### config.mk
export PLATFORM = sky130hd
export DESIGN_NAME = uart_console_tx
export DESIGN_NICKNAME = d
export VERILOG_FILES = /design/src/rtl/uart_console_pkg.sv /design/src/rtl/byte_fifo.sv /design/src/rtl/uart_console_tx.sv
export SDC_FILE = /design/constraint.sdc
export NUM_CORES = 1
export LEC_CHECK = 0
export CAP_MARGIN = 0
export CORE_MARGIN = 1
export CORE_UTILIZATION = 50
export DETAILED_ROUTE_END_ITERATION = 8
export DONT_BUFFER_PORTS = 1
export PLACE_DENSITY = 0.7
export REMOVE_ABC_BUFFERS = 1
export SYNTH_ARGS = -nofsm -noshare
export SYNTH_HDL_FRONTEND = slang
export SYNTH_SLANG_ARGS = --single-unit
### constraint.sdc
create_clock -name clk -period 4.18 [get_ports clk]
set_input_delay 0.627 -clock clk [delete_from_list [all_inputs] [get_ports clk]]
set_output_delay 0.627 -clock clk [all_outputs]
set_load 0.02 [all_outputs]
### src/rtl/uart_console_pkg.sv
// Shared types and constants for the console UART transmitter.
// Holds the FSM encoding, IO slot selects and status bit positions.
package uart_console_pkg;

    typedef enum logic [1:0] {
        IDLE,
        START,
        DATA,
        STOP
    } state_t;

    localparam logic IO_OUT   = 1'b0;
    localparam logic IO_POWER = 1'b1;

    localparam int FULL      = 0;
    localparam int BUSY      = 1;
    localparam int OVERFLOW  = 2;
    localparam int POWER_REQ = 3;

endpackage

### src/rtl/byte_fifo.sv
// Synchronous 8-bit FIFO with occupancy counter.
// Push is ignored when full, pop is ignored when empty.
module byte_fifo #(
    parameter int DEPTH = 8
) (
    input  logic       clk,
    input  logic       rst_n,
    input  logic       push,
    input  logic       pop,
    input  logic [7:0] data,
    output logic [7:0] head,
    output logic       full,
    output logic       empty
);

    localparam int AW = $clog2(DEPTH);

    logic [7:0]    mem [DEPTH];
    logic [AW-1:0] wr_ptr;
    logic [AW-1:0] rd_ptr;
    logic [AW:0]   count;
    logic          do_push;
    logic          do_pop;

    assign full    = (count == (AW+1)'(DEPTH));
    assign empty   = (count == '0);
    assign do_push = push && !full;
    assign do_pop  = pop && !empty;
    assign head    = mem[rd_ptr];

    // Storage array; contents need no reset since empty gates reads.
    always_ff @(posedge clk) begin
        if (do_push) begin
            mem[wr_ptr] <= data;
        end
    end

    // Pointers wrap naturally at the power-of-two depth.
    always_ff @(posedge clk or negedge rst_n) begin
        if (!rst_n) begin
            wr_ptr <= '0;
            rd_ptr <= '0;
            count  <= '0;
        end else begin
            if (do_push) begin
                wr_ptr <= wr_ptr + AW'(1);
            end
            if (do_pop) begin
                rd_ptr <= rd_ptr + AW'(1);
            end
            unique case ({do_push, do_pop})
                2'b10:   count <= count + 1'b1;
                2'b01:   count <= count - 1'b1;
                default: count <= count;
            endcase
        end
    end

endmodule

### src/rtl/uart_console_tx.sv
// Memory-mapped console: queues bytes and sends them as 8N1 UART.
// Power-off is acknowledged only once the queue and wire are idle.
module uart_console_tx
    import uart_console_pkg::*;
#(
    parameter int CLKS_PER_BIT = 16,
    parameter int FIFO_DEPTH   = 8
) (
    input  logic        clk,
    input  logic        rst_n,
    input  logic [31:0] memory_in,
    input  logic        address,
    input  logic        write_enable,
    output logic [31:0] memory_out,
    output logic        tx,
    output logic        power_off
);

    localparam int CW = $clog2(CLKS_PER_BIT);
    localparam logic [CW-1:0] RELOAD = CW'(CLKS_PER_BIT - 1);

    state_t        state;
    logic [CW-1:0] cnt;
    logic [2:0]    bit_idx;
    logic [7:0]    shift;
    logic          overflow;
    logic          power_req;
    logic          full;
    logic          empty;
    logic          busy;
    logic [7:0]    head;
    logic          push;
    logic          pop;
    logic          wr_out;
    logic          wr_power;
    logic          unused;

    assign unused   = ^memory_in[31:8];
    assign wr_out   = write_enable && (address == IO_OUT);
    assign wr_power = write_enable && (address == IO_POWER);
    assign push     = wr_out && !full;
    assign pop      = !empty &&
                      ((state == IDLE) ||
                       ((state == STOP) && (cnt == '0)));
    assign busy     = !empty || (state != IDLE);

    byte_fifo #(
        .DEPTH (FIFO_DEPTH)
    ) u_fifo (
        .clk   (clk),
        .rst_n (rst_n),
        .push  (push),
        .pop   (pop),
        .data  (memory_in[7:0]),
        .head  (head),
        .full  (full),
        .empty (empty)
    );

    // Status read mux; the POWER slot always reads zero.
    always_comb begin
        memory_out = '0;
        if (address == IO_OUT) begin
            memory_out[FULL]      = full;
            memory_out[BUSY]      = busy;
            memory_out[OVERFLOW]  = overflow;
            memory_out[POWER_REQ] = power_req;
        end
    end

    // Sticky flags: dropped-byte overflow, power request and acknowledge.
    always_ff @(posedge clk or negedge rst_n) begin
        if (!rst_n) begin
            overflow  <= 1'b0;
            power_req <= 1'b0;
            power_off <= 1'b0;
        end else begin
            if (wr_out && full) begin
                overflow <= 1'b1;
            end
            if (wr_power) begin
                power_req <= 1'b1;
            end
            if (power_req && empty && (state == IDLE)) begin
                power_off <= 1'b1;
            end
        end
    end

    // Frame sequencer: start bit, 8 data bits LSB first, stop bit.
    always_ff @(posedge clk or negedge rst_n) begin
        if (!rst_n) begin
            state   <= IDLE;
            cnt     <= '0;
            bit_idx <= '0;
            shift   <= '0;
            tx      <= 1'b1;
        end else begin
            unique case (state)
                IDLE: begin
                    tx <= 1'b1;
                    if (!empty) begin
                        shift <= head;
                        cnt   <= RELOAD;
                        state <= START;
                        tx    <= 1'b0;
                    end
                end
                START: begin
                    if (cnt == '0) begin
                        cnt     <= RELOAD;
                        bit_idx <= '0;
                        state   <= DATA;
                        tx      <= shift[0];
                    end else begin
                        cnt <= cnt - 1'b1;
                    end
                end
                DATA: begin
                    if (cnt == '0) begin
                        cnt <= RELOAD;
                        if (bit_idx != 3'd7) begin
                            shift   <= shift >> 1;
                            bit_idx <= bit_idx + 1'b1;
                            tx      <= shift[1];
                        end else begin
                            state <= STOP;
                            tx    <= 1'b1;
                        end
                    end else begin
                        cnt <= cnt - 1'b1;
                    end
                end
                STOP: begin
                    if (cnt == '0) begin
                        if (!empty) begin
                            shift <= head;
                            cnt   <= RELOAD;
                            state <= START;
                            tx    <= 1'b0;
                        end else begin
                            state <= IDLE;
                            tx    <= 1'b1;
                        end
                    end else begin
                        cnt <= cnt - 1'b1;
                    end
                end
                default: begin
                    state <= IDLE;
                    tx    <= 1'b1;
                end
            endcase
        end
    end

endmodule

Word level (Yosys, flattened, before mapping). Memory sizes are Yosys's and may differ from the RTL's. Index checks and enable logic that the tools add are counted.

Muxes and demuxes: 30. Reduce and logical (&&, ||, !) cells: 26. $add $sub $neg: 6. Bitwise logic cells: 1. Equality and inequality tests: 13.

Operators with widths (number): $mux 8 (4); $pmux 8 s3 (1); $mux 4 (4); $pmux 4 s3 (1); $logic_and 1x1->1 (10); $mux 2 (5); $ne 2x2->1 const B (5); $add 3x1->3 const B (3); $mux 3 (3); $logic_not 4->1 (2); $mux 1 (8); $pmux 2 s4 (1); $pmux 4 s2 (1); $reduce_and 4->1 (2); $sub 4x1->4 const B (2); $eq 2x2->1 const B (3); $pmux 3 s2 (1); $reduce_bool 2->1 (3); $reduce_and 5->1 (1); $add 4x1->4 const B (1); $eq 2x1->1 const B (2); $eq 4x4->1 const B (1); $pmux 1 s4 (1); $ne 3x3->1 const B (1); other kinds (8) (10).

Memories: 1. Output and inout port bits: 34. Input bits: 36. Flip-flop bits (word level): 31. RAM bits: 64.

Memory list: u_fifo.mem (depth 8, bits a word 8, read ports 1, clocked after Yosys merged registers in 0, wr ports 1, RTL line byte_fifo.sv:18) `logic [7:0] mem [DEPTH];`.

Logic depth before layout (Yosys ltp).
Depth in word-level cells: 7. Mapped depth: 12. Mapped depth without buffers: 11.

Hierarchy. From an unflattened synthesis, not the netlist that was laid out.

Cells, all modules: 323. Area total of the unflattened synthesis: 4576.9 um^2.

Modules (own cells, without submodules): byte_fifo (cells an instance 160, sequential area each 2172.1 um^2, times used 1, area an instance 3124.2 um^2); uart_console_tx (cells an instance 163, sequential area each 526.8 um^2, times used 1, area an instance 1452.6 um^2).

Worst setup path after synthesis. Ideal clock, no wire load.

Kind: register -> register. Start: register u_fifo.count[0]. End: register u_fifo.count[2]. Clock period less this slack: 2.468 ns. Path slack: 1.712 ns. Stages on the path, launching flop included: 13. Arrival time: 2.343 ns. Required time: 4.055 ns. Setup time: 0.125 ns. Path through: dfrtp_1 buf_4 or4b_1 and3b_1 buf_6 inv_1 ha_1 xor2_1 ha_1 a21oi_1 xor2_1 nor2_1 xor2_1.

Word-level cells in the longest chain between the ends: 6.

RTL lines: start: declaration (RTL line byte_fifo.sv:21) `logic [AW:0] count;`; start signal: assignment (RTL line byte_fifo.sv:52) `2'b10: count <= count + 1'b1;`; start signal: assignment (RTL line byte_fifo.sv:53) `2'b01: count <= count - 1'b1;`; start signal: assignment (RTL line byte_fifo.sv:54) `default: count <= count;`; $eq 4x4->1 / $logic_not 4->1 (equally long branches) (RTL line byte_fifo.sv:25, byte_fifo.sv:26); $logic_not 1->1, on equally long branches; $logic_and 1x1->1, on equally long branches (RTL line uart_console_tx.sv:41, uart_console_tx.sv:42); $logic_and 1x1->1, on equally long branches (RTL line byte_fifo.sv:27, byte_fifo.sv:28); $eq 2x1->1 / $eq 2x2->1 (equally long branches) (RTL line byte_fifo.sv:51) `unique case ({do_push, do_pop})`; $pmux 4 s2 / $reduce_bool 2->1 (equally long branches).

Several ways; a longest one is shown, not always the timed one. A chain may end at the register's enable or synchronous reset.

Worst setup path in the final report.
Start: register u_fifo.count[1]. End: register u_fifo.count[2].

Same word-level chain as after synthesis.

==> run_results.csv <==
group,metric,value,unit
setup_path,critical_path.cell_chain,"or4b_1, and3b_1, inv_1, ha_1, xor2_1, ha_1, a21oi_1, xor2_1, nor2_1, xor2_1",
final_layout,nFillCells,711,
clock_network,postCtsResizedCells,0,
global_route,grt_overflow,0,
timing,setup_viol,0,
floorplan,ios,70,
timing,worst_pin_slew,1.034,ns
placement,numPortBuffers,0,
yosys,synthArstFlopShare,0.3263,
floorplan,coreArea,8763,sq um
timing,finalWorstPathRequiredPeriod,2.616,ns
setup_path,start_kind,"flip-flop",
setup_path,arrival,2.86,ns
floorplan,initial_core_util,0.5184,
clock_network,root_buffer,"clkbuf_8",
power_and_ir_drop,p_leak,1.746,nW
clock_network,clk_latency,0.37,ns
power_and_ir_drop,powerDensity,719.9,nW/um^2
final_layout,fin_nets,358,
job,drv_cap,0,
yosys,syn_area,4543,sq um
detailed_routing,totalWireLength,7406,microns
setup_path,critPathRequiredTime,4.43,ns
clock_network,postCtsSetupBuffers,0,
yosys,synth_warnings,0,
timing,final_max_slew_viol_count,0,
power_and_ir_drop,ir_drop,0.3182,mV
yosys,syn_area_per_cell,14.66,sq um
floorplan,die_area,9471,sq um
detailed_routing,ant_nets,0,
detailed_routing,drt_iter0_markers,86,
clock_network,clk_transition_reported_paths,0.10,ns
clock_network,cts_hold_buf,1,
setup_path,end_kind,"flip-flop",
detailed_routing,vias_per_cell,5.597,
placement,place_hpwl,4736,microns
global_route,grt_max_degree,31,
timing,period_share,0.6257,
floorplan,die_width,97.32,microns
timing,timing.setup.tns,0,ns
timing,setup_ws,1.564,ns
clock_network,cts_max_level,3,
placement,gp_congestion,0.7599,
global_route,antenna_found_initial,0,
status,status,"completed",
setup_path,crit_fanout,8,
clock_network,cts_tree,"yes",
placement,dp_slack,1.561,ns
final_layout,fin_cells,422,
detailed_routing,wl_per_cell,17.55,microns
detailed_routing,dr.pass1.iters,4,
floorplan,fp.dieH,97.32,microns
final_layout,syn_to_final_growth,3.112,%
setup_path,slowest_stage,"or4b_1",
timing,hold_violations,0,
yosys,synth_edf_count,64,
final_layout,final_cell_mix,"edfxtp_1, dfrtp_1, conb_1",
final_layout,drive_gt1_frac,0.1752,
yosys,yosys_register_bits,95,
final_layout,antenna_cells,0,
final_layout,layout_commonest_cell,"edfxtp_1",
timing,relSlewSlack,0.3107,
setup_path,slowest_delay,0.57,ns
setup_path,crit_type,"flip-flop to flip-flop",
global_route,grt_use_total,0.1687,
timing,rsz0062_at_grt,"false",
yosys,synth_cell_types,56,
setup_path,cp_common_cell,"xor2_1",
timing,fmax,382.3,MHz
placement,dp_cells,405,
global_route,grt_pass1_vias,2302,
detailed_routing,routed-via-count,2362,
yosys,ys_seq_area_frac,0.5941,
clock_network,cts.sinks,95,
timing,fin_skew,0.01413,ns
yosys,syn_inst,310,
yosys,synth_flop_cell,"edfxtp_1",
clock_network,cts_buffers,9,
detailed_routing,drc,0,
hold_path,hp-class,"input port to asynchronous set/reset pin",
global_route,grt_pass1_wl,12020,microns
floorplan,rows,34,
clock_network,cts_buffer_depth,2,
==> layout make-up <==
cell class	count	area (sq um)	share of cell area
Clock buffer	9	123.9	0.02644
Inverter	8	30.03	0.006410
Multi-Input combinational cell	193	1598	0.3411
Tap cell	108	135.1	0.02885
Clock inverter	7	71.32	0.01522
Timing Repair Buffer	2	27.53	0.005876
Sequential cell	95	2699	0.5761
==> cell usage after synthesis (all sizes together) (2+ instances only) <==
cell type  instances  area [sq um]
edfxtp            64          1922
nor3               3         15.01
a22o               3         26.28
a31o               2         17.52
nor2b              3         18.77
ha                13         162.7
mux2i              8         80.08
mux2              11         153.9
a31oi              3         18.77
o21ai              9         45.04
o21bai             2         15.01
a21oi             14         70.07
dfrtp             30         750.7
mux4              16         360.4
a21o               3         22.52
buf               38         301.5
xnor2              4         35.03
nand2b             5         31.28
nand2             13         48.80
clkbuf             3         21.27
xor2               5         43.79
nor2              23         86.33
inv                8         30.03
==> per-stage QoR <==
stage / utilization / total power, mW / hold slack (ns) / cell area [sq um]
2_1_floorplan: - / 2.522 / 0.3314 / 4322
3_3_place_gp: 0.5100 / 2.748 / 0.3321 / 4469
3_5_place_dp: 0.5100 / 2.798 / 0.3321 / 4469
4_1_cts: 0.5346 / 3.399 / 0.07562 / 4684
5_1_grt: 0.5346 / 3.597 / 0.07142 / 4684
6_report: 0.5346 / 3.372 / 0.07834 / 4684
==> worst max-delay path, delay by kind of cell (launching register included) <==
family          cells  cell delay (ns)
flops               1             0.50
simple gates        3             0.92
compound gates      1             0.15
buf+inv             1             0.10
fa+ha+maj           2             0.44
xor+xnor            3             0.40
==> final timing paths <==
| path | start | endpoint | slack [ns] | depth (start not counted) |
|---|---|---|---|---|
| min in group clk | memory_in[5] | u_fifo.mem[2][5] | 0.35 | 0 |
| min reg2reg | overflow | overflow | 0.45 | 1 |
| min | rst_n | u_fifo.wr_ptr[2] | 0.08 | 1 |
| max | u_fifo.count[1] | u_fifo.count[2] | 1.56 | 10 |
| max in group asynchronous | rst_n | u_fifo.count[1] | 3.93 | 1 |
| max reg2reg | u_fifo.count[1] | u_fifo.count[2] | 1.56 | 10 |
==> flip-flops by register name, indices dropped and copies added (netlist names), 2 cells and up <==
signal	flops
u_fifo.mem	64
shift	8
cnt	4
u_fifo.count	4
bit_idx	3
u_fifo.rd_ptr	3
u_fifo.wr_ptr	3
state	2
==> cells by family after synthesis <==
kind of cell    Yosys count  share of synthesized area
mux                      35                     0.1308
flops                    95                     0.5941
buf+inv                  49                    0.07766
xor+xnor                  9                    0.01735
fa+ha+maj                13                    0.03580
compound gates           50                    0.07519
other cells               1                  0.0008254
simple gates             58                    0.06830
==> where the power goes <==
part	switching, mW	internal (mW)	total (mW)
clock	0.357	0.234	0.591
sequential	0.279	1.21	1.49
combinational	0.593	0.698	1.29
total	1.23	2.14	3.37
==> layer usage <==
| layer | vias up | GRT usage | wire length, microns |
|---|---|---|---|
| li1 | 1093 | - | - |
| met1 | 1198 | 0.2207 | 3293 |
| met2 | 65 | 0.2763 | 3654 |
| met3 | 6 | 0.04892 | 395 |
| met4 | 0 | 0.04751 | 63 |
| met5 | - | 0 | 0 |
Power figures use the tool's default switching activity.
==> edit 1, RTL diff (same settings) <==
Compare `count` against `(AW+1)'(DEPTH)` with >= in place of ==.
--- a/src/rtl/byte_fifo.sv
+++ b/src/rtl/byte_fifo.sv
@@ -24,3 +24,3 @@
 
-    assign full    = (count == (AW+1)'(DEPTH));
+    assign full    = (count >= (AW+1)'(DEPTH));
     assign empty   = (count == '0);
Function: no difference found for any inputs over 10 cycles, from zero or initial values and one cycle with rst_n low; that may be too few to reach the edited logic, so the function may still have changed.
==> edit 1 against the unedited design <==
Sequential share of layout area grew 1.2 points; design area down 2.0%; cell count down 1.4%; worst hold slack better by 7.3 ps; global-route usage up 0.66 points; power shrank 7.4%; wire length is 3.2% lower; sequential cell count is the same; count of clock-buffer cells in the layout grew 1; worst setup slack worse by 69 ps; area after synthesis shrank 2.8%.
==> edit 1: results (changes against the unedited design) <==
[synthesis]
synth_compound_area_share_pct = 7.23  ; -0.29 points
synth.distinct_cells = 51  ; -8.9%
synthTopCellsByArea = edfxtp_1 44%, dfrtp_1 17%, mux4_2 7.7%
seq_area_frac_synth_pct = 61.1  ; +1.7 points
synth_xor_area_share_pct = 1.79  ; +0.051 points
synth_top_cells_by_count = 64 x edfxtp_1, 30 x dfrtp_1, 28 x buf_4, 18 x o21ai_0, 15 x mux4_2

[final_layout]
buffer_area_share_pct = 0.926  ; +0.34 points
multi_input_comb_cells = 186  ; -3.6%
clk_share_pct = 3.76  ; -0.41 points
multi_input_area_share_pct = 32.9  ; -1.2 points
fill_cells = 678  ; -4.6%
nNonClkBuffers = 4  ; +2

[global_route]
grt_pass1_vias = 2281  ; -0.91%
use_met3_pct = 4.58  ; -0.31 points
grt_util_all_layers_pct = 17.5  ; +0.66 points

[critical_path]
reg2reg_depth = 9  ; -1
crit_path_start = cnt[0]
critical_path.max_fanout = 6  ; -2
rrSetupSlack_ps = 1500  ; -70 ps
cpMaxStageDelayCell = a2111oi_0

[drt]
wl_per_cell_um = 17.2  ; -1.8%
wl_met3_um = 263  ; -33%
met1Wirelength_um = 3270  ; -0.64%
wl_met2_um = 3490  ; -4.6%

[sta]
maxSlewHeadroom_pct = 28.5  ; -2.5 points
fin_worst_skew_ps = 8.74  ; -5.39 ps

[placement]
gp_congestion = 0.765  ; +0.64%

[outcome]
outcome = complete, no violations

[edit 1: changes by cell type in the layout (fill, tap and decap cells not counted), moves of 7 or more]
cell	unedited run	this run
a21oi_1	14	4
nor2_1	23	13
o21ai_0	9	18
mux2_2	3	11
nand3_1	1	9
mux2_4	8	1
[edit 1: power by group]
group	internal [uW]	total, uW	switching [uW]
registers	1190	1450	260
logic	596	1130	539
clock network	220	541	321
total	2000	3120	1120
[edit 1: per-stage QoR]
stage               hold slack, ps  instance area (um^2)  cells  setup WS [ps]
finish                        85.6                  4590    416           1500
global route                  69.4                  4590    416           1340
CTS                           69.9                  4590    416           1520
detailed placement             332                  4400    399           1400
global placement               332                  4400    399           1450
floorplan                      331                  4250    291           1740
[edit 1: timing repair]
action	in CTS	in global routing
hold endpoints to repair	30	0
hold buffers	1	0
buffers inserted	0	0
==> edit 2, RTL diff (same flow settings) <==
Made on the original files. Set the parameter `FIFO_DEPTH` to 4 (it was 8).
--- a/src/rtl/uart_console_tx.sv
+++ b/src/rtl/uart_console_tx.sv
@@ -6,3 +6,3 @@
     parameter int CLKS_PER_BIT = 16,
-    parameter int FIFO_DEPTH   = 8
+    parameter int FIFO_DEPTH   = 4
 ) (
Function: changed (Yosys sat finds a counterexample within 10 cycles, from zero or initial values and one cycle with rst_n low).
==> edit 2 against the unedited design <==
The run now ends with design-rule violations left; area after synthesis shrank 33%; die area shrank 33%; design area shrank 32%; combinational power shrank 26%; sequential power shrank 35%; count of clock-buffer cells in the layout is the same; critical path depth is the same; sequential cell count shrank 35; non-clock buffer count shrank 1; power shrank 29%; wire length shrank 36%; sequential share of layout area shrank 5.1 points; worst setup slack gained 300 ps; critical endpoint unchanged; largest cell class unchanged; largest power group unchanged.
==> edit 2: results (changes against the unedited design) <==
[global_route]
grt_pass1_vias = 1692  ; -26%
grt_util_all_layers_pct = 17.1  ; +0.21 points
grt_max_degree = 28  ; -9.7%

[final_layout]
drive_above_1_share_pct = 14.2  ; -3.3 points
fin_nets = 292  ; -18%
stdcell_count = 322  ; -24%
top_regs = u_fifo.mem x32, shift x8, cnt x4
fill_cells = 506  ; -29%

[drt]
vias_per_cell = 5.32  ; -5.0%
firstDrtPassIters = 6  ; +2
first_iter_violations = 102  ; +19%
drc_errors = 1  ; +1
wirelength_um = 4760  ; -36%

[power_and_ir_drop]
p_leak_uw = 0.00128  ; -26%
ir_drop_v = 0.000446  ; +40%

[critical_path]
r2r_start = cnt[0]
rrSetupSlack_ps = 1860  ; +300 ps
critPathArrivalTime_ps = 2570  ; -290 ps
critical_path.max_fanout = 6  ; -2

[clocking]
path_clk_slew_ps = 80  ; -20 ps
clkLatencyLatePin_ps = 340  ; -30 ps

[outcome]
outcome = finished with violations
violations = design-rule violations

[placement]
post_dp_cell_area_um2 = 2970  ; -33%
dp_cells = 305  ; -25%
hpwlAfterDp_um = 3220  ; -32%

[synthesis]
synth_edf_count = 32  ; -50%
synth.distinct_cells = 51  ; -8.9%
netlist_instances = 239  ; -23%
synthTopCellsByArea = edfxtp_1 32%, dfrtp_1 22%, buf_4 6.9%
async_flop_share_pct = 46.7  ; +14 points
synth_top_cells_by_count = 32 x edfxtp_1, 28 x buf_4, 27 x dfrtp_1, 23 x a21oi_1

[sta]
fin_worst_skew_ps = 11.8  ; -2.35 ps
tightest_slew_ps = 587  ; -447 ps

-- edit 2: worst max path at each step --
stage | start | to | slack [ps] | depth (start not counted)
floorplan | cnt[0] | u_fifo.count[2] | 2110 | 10
global placement | cnt[0] | u_fifo.count[2] | 1910 | 10
detailed placement | cnt[0] | u_fifo.count[2] | 1890 | 10
CTS | cnt[0] | u_fifo.count[2] | 1840 | 10
global route | cnt[0] | u_fifo.count[2] | 1700 | 10
finish | cnt[0] | u_fifo.count[2] | 1860 | 10
-- edit 2: metal layers --
| metal | global-route usage [%] | routed length, um | vias up |
|---|---|---|---|
| li1 | - | - | 808 |
| met1 | 21.4 | 2210 | 843 |
| met2 | 26.5 | 2280 | 56 |
| met3 | 6.06 | 221 | 6 |
| met4 | 7.86 | 51 | 0 |
| met5 | 0 | 0 | - |
-- edit 2: repair_timing --
item	CTS	global route
endpoints found under the setup margin	0	0
hold buffers	1	0
hold endpoints to repair	27	0
-- edit 2: cell type report --
| type | count | share of cell area, % |
|---|---|---|
| sequential | 60 | 52.5 |
| multi-input combinational | 157 | 36.8 |
| clock buffer | 9 | 3.91 |
| tap | 75 | 2.96 |
| clock inverter | 7 | 1.62 |
| inverter | 13 | 1.54 |
| timing repair buffer | 1 | 0.632 |
-- edit 2: through the flow --
step | utilization [%] | hold WS (ps)
after floorplan | - | 331
after global placement | 50.5 | 333
after detailed placement | 50.5 | 333
after CTS | 53.8 | 91.5
after global routing | 53.8 | 99.0
final | 53.8 | 102
-- edit 2: kinds of logic after synthesis --
| group | synth area share (%) |
|---|---|
| compound gates | 10.3 |
| xor+xnor | 1.73 |
| fa+ha+maj | 6.02 |
| buf+inv | 10.1 |
| flops | 54.8 |
| mux | 9.39 |
| other cells | 0.123 |
| simple gates | 7.58 |
-- edit 2: power breakdown --
part	switching (uW)	leakage [uW]	internal [uW]	total, uW
registers	170	0.000612	802	973
clock network	248	0.0000860	218	466
logic	519	0.000586	434	953
total	938	0.00128	1450	2390
-- edit 2: worst max-delay path: stages, from the launching register on --
cell and delay [ps]:
dfrtp_1 420, inv_1 80, ha_1 240, and4bb_2 250
o21a_1 200, ha_1 210, inv_1 60, fa_1 370
xor2_1 150, nor2_1 110, xor2_1 160
